$ cat src/rtl/crop_pkg.sv
// Shared types for the crop sequencer: FSM states, coordinate types,
// and crop-size helper.
package crop_pkg;

  localparam int ROW_W = 10;
  localparam int COL_W = 10;

  typedef logic [ROW_W-1:0] row_t;
  typedef logic [COL_W-1:0] col_t;

  typedef enum logic [1:0] {
    IDLE,
    ISSUE,
    RUN,
    DONE
  } state_t;

  function automatic int crop_pixels(
    input int rows,
    input int cols
  );
    return rows * cols;
  endfunction

endpackage

$ cat src/rtl/crop_origin_table.sv
// Origin register file: appends entries at the fill count,
// reads by crop index, reports full.
module crop_origin_table #(
  parameter int N = 8,
  parameter int W = 20
) (
  input  logic                 clk,
  input  logic                 reset,
  input  logic                 i_wr,
  input  logic [W-1:0]         i_wdata,
  input  logic                 i_clr,
  input  logic [$clog2(N)-1:0] i_rd_idx,
  output logic [W-1:0]         o_rdata,
  output logic [$clog2(N):0]   o_count,
  output logic                 o_full
);

  localparam int IW = $clog2(N);

  logic [W-1:0] r_mem [N];
  logic [IW:0]  r_count;
  logic         w_we;

  assign w_we    = i_wr && !o_full;
  assign o_full  = r_count[IW];
  assign o_count = r_count;
  assign o_rdata = r_mem[i_rd_idx];

  always_ff @(posedge clk) begin
    if (reset) begin
      r_count <= '0;
    end else if (i_clr) begin
      r_count <= '0;
    end else if (w_we) begin
      r_count <= r_count + (IW+1)'(1);
    end
  end

  // contents survive reset; only the count is rearmed
  always_ff @(posedge clk) begin
    if (w_we) begin
      r_mem[r_count[IW-1:0]] <= i_wdata;
    end
  end

endmodule

$ cat src/rtl/crop_sequencer.sv
// Sequences the crop engine through a table of origins.
// Define CROP_SEQ_CLAMP_EN to clamp origins into the input frame.
module crop_sequencer
  import crop_pkg::*;
#(
  parameter int IN_ROWS          = 100,
  parameter int IN_COLS          = 160,
  parameter int OUT_ROWS         = 48,
  parameter int OUT_COLS         = 48,
  parameter int IMG_ROW_BITWIDTH = 10,
  parameter int IMG_COL_BITWIDTH = 10,
  parameter int MAX_CROPS        = 8
) (
  input  logic                          clk,
  input  logic                          reset,
  input  logic [IMG_ROW_BITWIDTH+IMG_COL_BITWIDTH-1:0] cfg_TDATA,
  input  logic                          cfg_TVALID,
  output logic                          cfg_TREADY,
  input  logic                          start,
  output logic [IMG_ROW_BITWIDTH-1:0]   crop_Y1_TDATA,
  output logic                          crop_Y1_TVALID,
  input  logic                          crop_Y1_TREADY,
  output logic [IMG_COL_BITWIDTH-1:0]   crop_X1_TDATA,
  output logic                          crop_X1_TVALID,
  input  logic                          crop_X1_TREADY,
  input  logic                          mon_TVALID,
  input  logic                          mon_TREADY,
  output logic [$clog2(MAX_CROPS)-1:0]  crop_idx,
  output logic                          busy,
  output logic                          done,
  output logic                          clamp_err
);

  localparam int RW  = IMG_ROW_BITWIDTH;
  localparam int CW  = IMG_COL_BITWIDTH;
  localparam int IW  = $clog2(MAX_CROPS);
  localparam int NW  = IW + 1;
  localparam int PIX = crop_pixels(OUT_ROWS, OUT_COLS);
  localparam int PW  = $clog2(PIX + 1);
  localparam logic [RW-1:0] Y_MAX = RW'(IN_ROWS - OUT_ROWS);
  localparam logic [CW-1:0] X_MAX = CW'(IN_COLS - OUT_COLS);
`ifdef CROP_SEQ_CLAMP_EN
  localparam bit CLAMP_EN = 1'b1;
`else
  localparam bit CLAMP_EN = 1'b0;
`endif

  state_t         r_state, w_state_nxt;
  logic [IW-1:0]  r_idx, w_idx_nxt;
  logic [PW-1:0]  r_pix, w_pix_nxt;
  logic           r_yv, w_yv_nxt;
  logic           r_xv, w_xv_nxt;
  logic           r_clamp, w_clamp_nxt;
  logic           w_wr, w_clr, w_full;
  logic [NW-1:0]  w_count, w_count_nxt;
  logic [RW+CW-1:0] w_entry;
  logic [RW-1:0]  w_y_raw;
  logic [CW-1:0]  w_x_raw;
  logic           w_y_over, w_x_over;
  logic           w_beat, w_last_pix, w_last_crop;

  crop_origin_table #(
    .N(MAX_CROPS),
    .W(RW + CW)
  ) u_table (
    .clk      (clk),
    .reset    (reset),
    .i_wr     (w_wr),
    .i_wdata  (cfg_TDATA),
    .i_clr    (w_clr),
    .i_rd_idx (r_idx),
    .o_rdata  (w_entry),
    .o_count  (w_count),
    .o_full   (w_full)
  );

  assign cfg_TREADY  = (r_state == IDLE) && !w_full && !reset;
  assign w_wr        = cfg_TVALID && cfg_TREADY;
  assign w_count_nxt = w_count + NW'(w_wr);

  assign w_y_raw  = w_entry[RW+CW-1:CW];
  assign w_x_raw  = w_entry[CW-1:0];
  assign w_y_over = CLAMP_EN && (w_y_raw > Y_MAX);
  assign w_x_over = CLAMP_EN && (w_x_raw > X_MAX);

  assign crop_Y1_TDATA  = w_y_over ? Y_MAX : w_y_raw;
  assign crop_X1_TDATA  = w_x_over ? X_MAX : w_x_raw;
  assign crop_Y1_TVALID = r_yv;
  assign crop_X1_TVALID = r_xv;
  assign crop_idx       = r_idx;
  assign busy           = (r_state != IDLE);
  assign done           = (r_state == DONE);
  assign clamp_err      = r_clamp;

  assign w_beat      = mon_TVALID && mon_TREADY;
  assign w_last_pix  = (r_pix == PW'(PIX - 1));
  assign w_last_crop = (NW'(r_idx) == w_count - NW'(1));

  always_comb begin
    w_state_nxt = r_state;
    w_idx_nxt   = r_idx;
    w_pix_nxt   = r_pix;
    w_yv_nxt    = r_yv;
    w_xv_nxt    = r_xv;
    w_clamp_nxt = r_clamp;
    w_clr       = 1'b0;
    unique case (r_state)
      IDLE: begin
        // a cfg beat in the start cycle counts toward the table
        if (start && (w_count_nxt != '0)) begin
          w_state_nxt = ISSUE;
          w_idx_nxt   = '0;
          w_pix_nxt   = '0;
          w_yv_nxt    = 1'b1;
          w_xv_nxt    = 1'b1;
          w_clamp_nxt = 1'b0;
        end
      end
      ISSUE: begin
        w_clamp_nxt = r_clamp | w_y_over | w_x_over;
        if (r_yv && crop_Y1_TREADY) w_yv_nxt = 1'b0;
        if (r_xv && crop_X1_TREADY) w_xv_nxt = 1'b0;
        if (!w_yv_nxt && !w_xv_nxt) w_state_nxt = RUN;
      end
      RUN: begin
        if (w_beat) begin
          if (!w_last_pix) begin
            w_pix_nxt = r_pix + PW'(1);
          end else if (w_last_crop) begin
            w_state_nxt = DONE;
          end else begin
            w_state_nxt = ISSUE;
            w_idx_nxt   = r_idx + IW'(1);
            w_pix_nxt   = '0;
            w_yv_nxt    = 1'b1;
            w_xv_nxt    = 1'b1;
          end
        end
      end
      DONE: begin
        w_clr       = 1'b1;
        w_state_nxt = IDLE;
      end
      default: w_state_nxt = IDLE;
    endcase
  end

  always_ff @(posedge clk) begin
    if (reset) begin
      r_state <= IDLE;
      r_idx   <= '0;
      r_pix   <= '0;
      r_yv    <= 1'b0;
      r_xv    <= 1'b0;
      r_clamp <= 1'b0;
    end else begin
      r_state <= w_state_nxt;
      r_idx   <= w_idx_nxt;
      r_pix   <= w_pix_nxt;
      r_yv    <= w_yv_nxt;
      r_xv    <= w_xv_nxt;
      r_clamp <= w_clamp_nxt;
    end
  end

endmodule

$ cat config.mk
export PLATFORM = sky130hd
export DESIGN_NAME = crop_sequencer
export DESIGN_NICKNAME = d
export VERILOG_FILES = /design/src/rtl/crop_pkg.sv /design/src/rtl/crop_origin_table.sv /design/src/rtl/crop_sequencer.sv
export SDC_FILE = /design/constraint.sdc
export NUM_CORES = 1
export LEC_CHECK = 0
export CAP_MARGIN = 40
export CORE_ASPECT_RATIO = 0.8
export CORE_UTILIZATION = 38
export CTS_CLUSTER_DIAMETER = 50
export DETAILED_ROUTE_END_ITERATION = 8
export GPL_TIMING_DRIVEN = 1
export PLACE_DENSITY = 0.56
export SLEW_MARGIN = 20
export SYNTH_ARGS = -nofsm -noshare
export SYNTH_HDL_FRONTEND = slang
export SYNTH_SLANG_ARGS = --single-unit
$ cat constraint.sdc
create_clock -name clk -period 4.8 [get_ports clk]
set_clock_uncertainty 0.15 [all_clocks]
set_input_delay 0.96 -clock clk [delete_from_list [all_inputs] [get_ports clk]]
set_output_delay 0.96 -clock clk [all_outputs]
set_load 0.03 [all_outputs]
==> results list <==
* Number of different library cells in the post-synthesis netlist: 48
- Final Cycle Share: 80.5%
- In the routed design, unresolved DRC markers number 0.
- Final Hold Violating Endpoints: 0
- In this run the count of I/O pins placed on the die edge is 57.
* Arrival time reported for the critical path endpoint: 4.05 ns
- The worst setup path is captured at a flip-flop.
- In this run the power spent charging and discharging nets is 739 uW.
- Weighted congestion at the end of routability-driven global placement: 0.791
- VDD sags by at most 220 uV.
- During synthesis, Yosys emitted a total of 0 warnings.
- Summing every instance area after synthesis gives 7530 um2.
- Fraction of synthesized cell area taken by the top area cell type: 63.8%
* Fraction of power spent switching nets: 20.5%
- Cell internal power was estimated by the tool at 2860 uW.
- Worst-case headroom to the max-slew limit: 45.6%
- Utilization after layout: 47.6%
* Standard-cell row count: 45
- The cell count after synthesis came out at 420.
- For this design the ratio of total power to cell area is 394 nW/um2.
* Total via count after detailed routing: 3956
* Type of the worst setup path: input pin to flip-flop
- The tool flagged a number of max-cap violations equal to 0.
- Largest net degree at the start of global routing: 35
* Remaining number of nets flagged by the antenna check after routing: 0
- Die Width: 159 um
* Filler instances: 1619
- Count of nets after finishing: 522
- Share of flip-flops with an asynchronous set or reset: 0%
- In this run the static leakage power is 0.00287 uW.
- Detailed placement finished with a half-perimeter wire length of 8670 um.
- Die height: 128 um
- Outcome: completed
* Hold Crit Class: flip-flop to flip-flop
- Time the worst path needs with I/O delays and setup: 3.86 ns
* Total Negative Setup Slacks: 0 ns
* Number of buffers inserted by port buffering: 55
* Number of design-rule violations left by the first detailed-router iteration: 315
- Wire length of the first global-routing pass: 23000 um
- The via count of the first global-routing pass was 4054.
- Number of gates given a new drive strength after cts: 0
- Post-Synthesis Mean Instance Area: 17.9 um2
- After synthesis the netlist holds a flip-flop and latch count of 186.
- Unrepaired setup endpoints after global routing: false
* Slew at the pin with the worst max-slew slack: 0.813 ns
* Total die area: 20400 um2
* Number of cell instances on the worst register-to-register path: 10
* Overall power after layout: 3600 uW
- Of the total power, combinational logic draws 6.5%.
* Global-route total usage across every layer: 15.4%
* TritonCTS Buffers: 17
- The clock network burns 43.6% of the power.
* Maximum achievable frequency: 259 MHz
- Clock-pin slew was measured on the worst setup and hold paths at 0.07 ns.
- Initial antenna violation count: 0
- Total number of H-tree levels: 4
* Worst-path maximum fanout: 11
* Endpoints failing setup: 0
* Number of buffers inserted to repair setup after CTS: 0
- The startpoint identified for the worst register-to-register timing path is r_state[1].
- Clock latency at the later pin of the worst-skew pair: 0.42 ns
- WL/cell: 19.3 um
- For this run the aggregate overflow at the end of global routing stands at 0.
* Dominant cell by count in the synthesized netlist: edfxtp_1
* Fraction of layout cells with a size suffix above 1: 25.7%
- The total area inside the core boundary comes to 19200 um2.
* Timing startpoint of the critical path: reset
- Before antenna repair, the detailed router went through 6 iterations.
- TritonCTS Sinks: 186
- Using the TritonRoute via totals, the vias-per-cell ratio works out to 5.21.
- Biggest area consumer among synthesized cells: edfxtp_1
- ANT cells: 0
* Area growth from synthesis to layout: 21.3%
* Reg power frac: 50.0%
- STA classifies the critical path startpoint as an input pin.
- TritonCTS clock tree: built
- Starting density of the core: 39.2%
- For this design, the CTS-stage hold fixing added 0 buffers.
- Mapped Nets: 454
- Most numerous cell types in the synthesized netlist: edfxtp_1, mux4_2, dfxtp_1, mux2_2, nand2_1
- Counting along the longest clock path gives a buffer depth of 2.
* Root buffer selected by CTS: clkbuf_16
- STA puts the critical path data required time at 4.99 ns.
- Leading cell types by total area after synthesis: edfxtp_1, mux4_2, dfxtp_1
- Number of enable-type register cells in the synthesized netlist: 160
* Total wire length: 14600 um
* Number of slew-limit violations in the final report: 0
* Main synth FF type: edfxtp_1
- Portion of the post-synthesis area used by sequential elements: 70.7%
- Across all register-to-register paths, the minimum setup slack is 1.41 ns.
[cell families after synthesis]
logic type      Yosys count  synth area share [%]
compound gates           35                  3.77
xor+xnor                  6                 0.697
fa+ha+maj                 6                 0.996
buf+inv                  34                  1.99
flops                   186                  70.7
mux                      65                  15.6
other cells               1                0.0498
simple gates             87                  6.21
[layer usage]
metal	up-vias	wire (um)	share of wire [%]	GRT usage, %
li1	1829	-	-	-
met1	2048	6840	47	20.3
met2	65	7080	48	25.2
met3	14	540	3.7	3.75
met4	0	178	1.2	4.69
met5	-	0	0	0
[metrics by stage]
step | cell area (um2) | hold WS, ns | worst slack (ns) | std cells
after floorplan | 7540 | 0.330 | 0.251 | 420
after global placement | 8470 | 0.341 | 0.733 | 726
after detailed placement | 8470 | 0.351 | 0.502 | 726
after CTS | 9140 | 0.365 | 0.924 | 758
after global routing | 9140 | 0.385 | 0.568 | 759
final | 9140 | 0.363 | 0.938 | 759
[layout by cell type (no fill, tap or decap), types with 5 or more instances in the layout]
master             n
o211ai_1          10
or3_1              6
nor3_1             5
inv_1             14
nand3_1           11
ha_1               6
buf_4             12
mux2i_1            5
dfxtp_1           24
mux2_2            20
a21oi_1            6
bufinv_16          6
clkdlybuf4s50_1   55
or2_2              5
mux4_2            40
nor3_2             5
nor2_1            10
edfxtp_1         160
clkbuf_16         17
nand2_1           20
[worst min-delay path by stage]
| stage | startpoint | endpoint | slack [ns] | depth (start not counted) |
|---|---|---|---|---|
| finish | crop_X1_TVALID | crop_X1_TVALID | 0.36 | 2 |
| global placement | r_pix[0] | r_pix[0] | 0.34 | 1 |
| floorplan | r_pix[0] | r_pix[0] | 0.33 | 1 |
| CTS | crop_X1_TVALID | crop_X1_TVALID | 0.36 | 2 |
| detailed placement | crop_X1_TVALID | crop_X1_TVALID | 0.35 | 2 |
| global route | r_pix[0] | r_pix[0] | 0.38 | 1 |
[cell type report]
cell class	instances	area, um2	area share [%]
Tap cell	258	323	3.53
Sequential cell	186	5330	58.3
Multi-Input combinational cell	200	2100	23.0
Inverter	14	52.6	0.575
Clock inverter	15	246	2.70
Timing Repair Buffer	69	666	7.28
Clock buffer	17	425	4.65
[flip-flops by register name, summed over array words and instances, names as in the netlist, named ones only]
signal / cells
crop_X1_TVALID: 1
r_pix: 12
u_table.o_count: 4
r_state: 2
crop_Y1_TVALID: 1
u_table.r_mem: 160
crop_idx: 3
[power by group through the flow]
stage	Sequential [uW]	Clock, uW	Combinational, uW
after global placement	1830	0	229
final	1800	1570	233
after floorplan	1830	0	135
after CTS	1800	1600	236
after detailed placement	1830	0	235
after global routing	1800	1670	253
[critical path, cell delays in order]
cell             delay [ns]
clkdlybuf4s50_1        0.42
nor4_1                 0.30
nand2_1                0.27
inv_1                  0.25
ha_1                   0.23
ha_1                   0.24
nor4_1                 0.20
o211ai_1               0.16
o211ai_1               0.41
or3_1                  0.37
mux2i_1                0.24
Note: power is estimated with default switching activity, not from simulation.
